==> src/rtl/forwarding_scoreboard.sv <==
// Forwarding scoreboard: tracks in-flight register writers in a shifting
// shadow pipeline beside the issue stage, picks the youngest producer for
// each source operand and raises a load-use stall when that producer's
// data is not yet available.
//
// Ports:
//   clk, rst          clock (rising edge), asynchronous active-high reset
//   issue_valid       instruction present in the issue stage
//   issue_reg_wr_en   issuing instruction writes rd
//   issue_is_load     issuing instruction is a load
//   issue_rd          destination register of the issuing instruction
//   rs_addr           packed source addresses, port p at [p*REG_ADDR_WIDTH +: REG_ADDR_WIDTH]
//   rs_used           per-port operand-read mask
//   flush             squash the instruction currently in stage 1
//   fwd_sel           per-port bypass select, 0 = register file, k = stage k
//   stall             hold the issue stage and insert a bubble
//   stall_count       saturating count of stalled cycles
module forwarding_scoreboard #(
  parameter int unsigned REG_ADDR_WIDTH   = 5,
  parameter int unsigned NUM_RD_PORTS     = 2,
  parameter int unsigned FWD_DEPTH        = 3,
  parameter int unsigned LOAD_READY_STAGE = 2,
  parameter int unsigned CNT_WIDTH        = 16,
  localparam int unsigned SEL_W           = $clog2(FWD_DEPTH + 1)
) (
  input  logic                                   clk,
  input  logic                                   rst,
  input  logic                                   issue_valid,
  input  logic                                   issue_reg_wr_en,
  input  logic                                   issue_is_load,
  input  logic [REG_ADDR_WIDTH-1:0]              issue_rd,
  input  logic [NUM_RD_PORTS*REG_ADDR_WIDTH-1:0] rs_addr,
  input  logic [NUM_RD_PORTS-1:0]                rs_used,
  input  logic                                   flush,
  output logic [NUM_RD_PORTS*SEL_W-1:0]          fwd_sel,
  output logic                                   stall,
  output logic [CNT_WIDTH-1:0]                   stall_count
);

  // Shadow pipeline; index 0 is stage 1 (EX).
  logic [FWD_DEPTH-1:0]      stg_valid;
  logic [FWD_DEPTH-1:0]      stg_wr_en;
  logic [FWD_DEPTH-1:0]      stg_is_load;
  logic [REG_ADDR_WIDTH-1:0] stg_rd [FWD_DEPTH];

  logic [FWD_DEPTH-1:0]      stg_writes;
  logic [FWD_DEPTH-1:0]      stg_early;
  logic [FWD_DEPTH-1:0]      valid_shift;
  logic [NUM_RD_PORTS-1:0]   port_hazard;
  logic                      fire;

  // Per-stage static flags: does the entry write a real register, and is
  // the stage too early for load data to be forwarded.
  for (genvar k = 0; k < int'(FWD_DEPTH); k++) begin : g_stage
    localparam int unsigned STAGE_IDX = k + 1;
    assign stg_writes[k] = stg_valid[k] & stg_wr_en[k] & (stg_rd[k] != '0);
    assign stg_early[k]  = 1'(STAGE_IDX < LOAD_READY_STAGE);
  end

  // Youngest-match select per port; scanning old-to-young lets the youngest
  // match overwrite. The hazard follows the selected entry only.
  always_comb begin
    fwd_sel     = '0;
    port_hazard = '0;
    for (int p = 0; p < int'(NUM_RD_PORTS); p++) begin
      for (int k = int'(FWD_DEPTH) - 1; k >= 0; k--) begin
        if (rs_used[p] && stg_writes[k] &&
            (stg_rd[k] == rs_addr[p*REG_ADDR_WIDTH +: REG_ADDR_WIDTH])) begin
          fwd_sel[p*SEL_W +: SEL_W] = SEL_W'(k + 1);
          port_hazard[p]            = stg_is_load[k] & stg_early[k];
        end
      end
    end
  end

  assign stall = issue_valid & (|port_hazard);
  assign fire  = issue_valid & ~stall;

  // A flushed stage-1 entry loses its valid bit as it moves to stage 2.
  always_comb begin
    valid_shift    = stg_valid;
    valid_shift[0] = stg_valid[0] & ~flush;
  end

  // Shadow pipeline shift and stage-1 load.
  always_ff @(posedge clk or posedge rst) begin
    if (rst) begin
      stg_valid   <= '0;
      stg_wr_en   <= '0;
      stg_is_load <= '0;
      for (int k = 0; k < int'(FWD_DEPTH); k++) begin
        stg_rd[k] <= '0;
      end
    end else begin
      for (int k = int'(FWD_DEPTH) - 1; k > 0; k--) begin
        stg_valid[k]   <= valid_shift[k-1];
        stg_wr_en[k]   <= stg_wr_en[k-1];
        stg_is_load[k] <= stg_is_load[k-1];
        stg_rd[k]      <= stg_rd[k-1];
      end
      stg_valid[0]   <= fire & ~flush;
      stg_wr_en[0]   <= issue_reg_wr_en;
      stg_is_load[0] <= issue_is_load;
      stg_rd[0]      <= issue_rd;
    end
  end

  // Saturating stall statistics.
  always_ff @(posedge clk or posedge rst) begin
    if (rst) begin
      stall_count <= '0;
    end else if (stall && (stall_count != '1)) begin
      stall_count <= stall_count + CNT_WIDTH'(1);
    end
  end

endmodule

==> config.mk <==
export PLATFORM = sky130hd
export DESIGN_NAME = forwarding_scoreboard
export DESIGN_NICKNAME = d
export VERILOG_FILES = /design/src/rtl/forwarding_scoreboard.sv
export SDC_FILE = /design/constraint.sdc
export NUM_CORES = 1
export LEC_CHECK = 0
export ABC_AREA = 1
export CELL_PAD_IN_SITES_DETAIL_PLACEMENT = 1
export CELL_PAD_IN_SITES_GLOBAL_PLACEMENT = 1
export CORE_MARGIN = 2
export CORE_UTILIZATION = 35
export CTS_BUF_LIST = sky130_fd_sc_hd__clkbuf_2
export CTS_CLUSTER_SIZE = 16
export DETAILED_ROUTE_END_ITERATION = 8
export GPL_ROUTABILITY_DRIVEN = 0
export HOLD_SLACK_MARGIN = 0.1
export PLACE_DENSITY = 0.81
export SLEW_MARGIN = 20
export SYNTH_ARGS = -nofsm -noshare
export SYNTH_HDL_FRONTEND = slang
export SYNTH_SLANG_ARGS = --single-unit
==> constraint.sdc <==
create_clock -name clk -period 1.5 [get_ports clk]
set_input_delay 0.15 -clock clk [delete_from_list [all_inputs] [get_ports clk]]
set_output_delay 0.15 -clock clk [all_outputs]
set_load 0.005 [all_outputs]
==> impl_metrics.csv <==
group,metric,value,unit
finish,layout-drive-gt1-share,40.1,%
job,drv_cap,0,
power,leakage,1.95,nW
logic_synthesis,syn_inst,320,
drt,via_per_inst,5.38,
die,fp.coreArea,6420,sq um
logic_synthesis,ys.flop_type,"dfrtp_1",
sta,finClkSkew,53.6,ps
power,ir_drop,0.414,mV
worst_hold_path,hp-class,"input port to register",
setup_path,critPathKind,"register to output pin",
clock_tree,cts_buffers,5,
global_routing,met1_usage,29.9,%
finish,n_fill_cell,786,
sta,slew_violations,0,
sta,hold_viol,0,
placed_design,hpwl,6090,um
die,die_area,7380,sq um
global_routing,first_global_vias,3066,
setup_path,arrival,1960,ps
finish,finalNetCount,459,
global_routing,grt_busiest_layer,"met2",
die,die_h,85.9,um
die,rows,29,
setup_path,crit_path_end_kind,"output pin",
logic_synthesis,syn_avg_cell_area,7.34,sq um
finish,area_delta_synth_final,61.5,%
logic_synthesis,synth_cell_types,28,
sta,max_freq,473,MHz
global_routing,met3_usage,5.20,%
logic_synthesis,synthArstFlopShare,100,%
logic_synthesis,ys_seq_area_share,40.5,%
die,ios,44,
clock_tree,cts_tree,"yes",
global_routing,antenna_found_initial,0,
sta,fin_ws,-615,ps
global_routing,grt_max_degree,39,
drt,drcViolationCount,0,
placed_design,port_buffers,43,
sta,finalSetupViolCount,22,
logic_synthesis,synth-seq-cells,38,
drt,drt-initial-drc-count,148,
outcome,violations,"negative setup slack",
logic_synthesis,synth_edf_count,0,
drt,wl_per_cell,19.9,um
sta,rsz0062_at_grt,"yes",
clock_tree,clockBufferDepth,2,
drt,totalWireLength,10200,um
drt,num_vias,2760,
drt,dr.pass1.iters,4,
clock_tree,cts_max_level,2,
sta,fin_tns_setup,-7280,ps
power,power,0.00226,W
sta,fin_crit_sh,141,%
clock_tree,clk_latency,450,ps
clock_tree,cts_num_sinks,38,
global_routing,grt_pass1_wl,15300,um
global_routing,gr-total-overflow,0,
setup_path,cp.required,1350,ps
placed_design,dpl_worst_slack,-830,ps
die,die_w,85.9,um
setup_path,critPathLaunchType,"register",
finish,diodes,0,
global_routing,grt.met2_usage,49.7,%
global_routing,grt.total_usage,27.0,%
outcome,outcome,"complete, but fails checks",
sta,final.min_clock_period,2110,ps
clock_tree,clk_pin_slew,250,ps
sta,tightest_slew,380,ps
drt,drtAntennaViolNets,0,
die,initial_core_util,36.6,%
setup_path,cp_max_fo,4,
logic_synthesis,syn_area,2350,sq um
power,power.density,596,nW/um^2
logic_synthesis,syn_nets,344,
logic_synthesis,yosysWarnings,0,
sta,relSlewSlack,74.6,%
clock_tree,root_buffer,"clkbuf_2",
[placed cells by master, fill, tap and decap left out, types with 4 or more instances in the layout]
master	instances
nand2_1	87
buf_4	57
inv_1	32
nand4_1	31
dfrtp_1	29
clkdlybuf4s50_1	22
nor2_1	18
nand2_2	16
inv_2	15
nand3_2	13
dlygate4sd2_1	13
nand3_1	9
xor2_1	9
dfrtp_2	9
nor2_2	8
buf_6	7
a21oi_2	5
clkbuf_2	5
buf_2	5
nand2_4	4
nor3_4	4
[synthesized netlist by cell type, types with 3 or more instances]
| library cell | count | area [sq um] |
|---|---|---|
| a21oi_1 | 7 | 35.0 |
| dfrtp_1 | 38 | 951 |
| inv_1 | 39 | 146 |
| inv_2 | 8 | 30.0 |
| nand2_1 | 105 | 394 |
| nand3_1 | 20 | 100 |
| nand4_1 | 31 | 194 |
| nor2_1 | 25 | 93.8 |
| nor2_2 | 3 | 18.8 |
| nor3_1 | 6 | 30.0 |
| nor4_1 | 3 | 18.8 |
| xnor2_1 | 5 | 43.8 |
| xor2_1 | 9 | 78.8 |
[power breakdown]
group          leakage (nW)  internal [W]  switching [W]
Combinational          1.43      0.000210       0.000267
Sequential            0.475       0.00106      0.0000440
Clock                0.0427      0.000277       0.000403
Total                  1.95       0.00155       0.000714
[layout make-up]
class	count	area, sq um	area share, %
clock buffer	5	25.0	0.659
inverter	47	176	4.65
clock inverter	3	40.0	1.06
tap	77	96.3	2.54
timing repair buffer	111	973	25.7
sequential	38	962	25.4
multi-input combinational	232	1520	40.1
[routing by layer]
layer	routed length, um	vias up
met5	0	-
met1	4000	1376
li1	-	1268
met3	318	32
met4	339	0
met2	5540	84
[path summary, 6_finish.rpt]
check / start / to / slack (ps) / cells after the start
worst min register to register: stg_wr_en[0]$_DFF_PP0_ / stg_wr_en[1]$_DFF_PP0_ / 430 / 0
worst max register to register: stg_rd[10]$_DFF_PP0_ / stall_count[1]$_DFFE_PP0P_ / -330 / 10
worst min-delay path: issue_rd[1] / stg_rd[11]$_DFF_PP0_ / 120 / 1
worst max-delay path: stg_rd[3]$_DFF_PP0_ / fwd_sel[3] / -610 / 8
max in group asynchronous: rst / stg_rd[13]$_DFF_PP0_ / 670 / 4
min in group asynchronous: rst / stg_rd[2]$_DFF_PP0_ / 560 / 4
[logic make-up (layout without fill, tap and decap cells)]
kind of cell | after synthesis | count (layout) | share of synthesized area [%]
XOR/XNOR | 14 | 14 | 5.22
AND/OR/NAND/NOR | 202 | 204 | 40.7
flip-flops | 38 | 38 | 40.5
AO/OA/AOI/OAI | 13 | 13 | 3.09
adder cells (fa/ha/maj) | 1 | 1 | 0.532
buffers and inverters | 52 | 166 | 9.96
[critical path: stages (launching register included)]
cell and delay [ps]:
dfrtp_1 490, inv_2 80, nand2_1 60, nand2_1 60, nor4_2 290, buf_4 170, nand3_2 70, a21boi_2 150
buf_2 130
[state kept, by name (all words and copies together), names as in the netlist]
register and flops:
stall_count 16, stg_rd 15, stg_valid 3, stg_wr_en 3, stg_is_load 1
[per-stage QoR]
stage                     hold WS [ps]  cells  util (%)  cell area [sq um]
after CTS                          139    511      55.6               3570
after floorplan                    181    320         -               2350
after global placement             360    479      49.4               3170
after detailed placement           363    479      49.4               3170
final                              122    513      59.1               3790
after global routing              99.8    513      59.1               3790
[what timing repair did]
action                                 4_1_cts  5_1_grt
pin swaps                                   36       33
cloned                                       2        0
setup endpoints to repair                   38       25
hold buffers                                 1        0
gates resized for setup                     87       52
endpoints found under the hold margin       38        0
setup buffers                               22        5
Power figures use the tool's default switching activity.
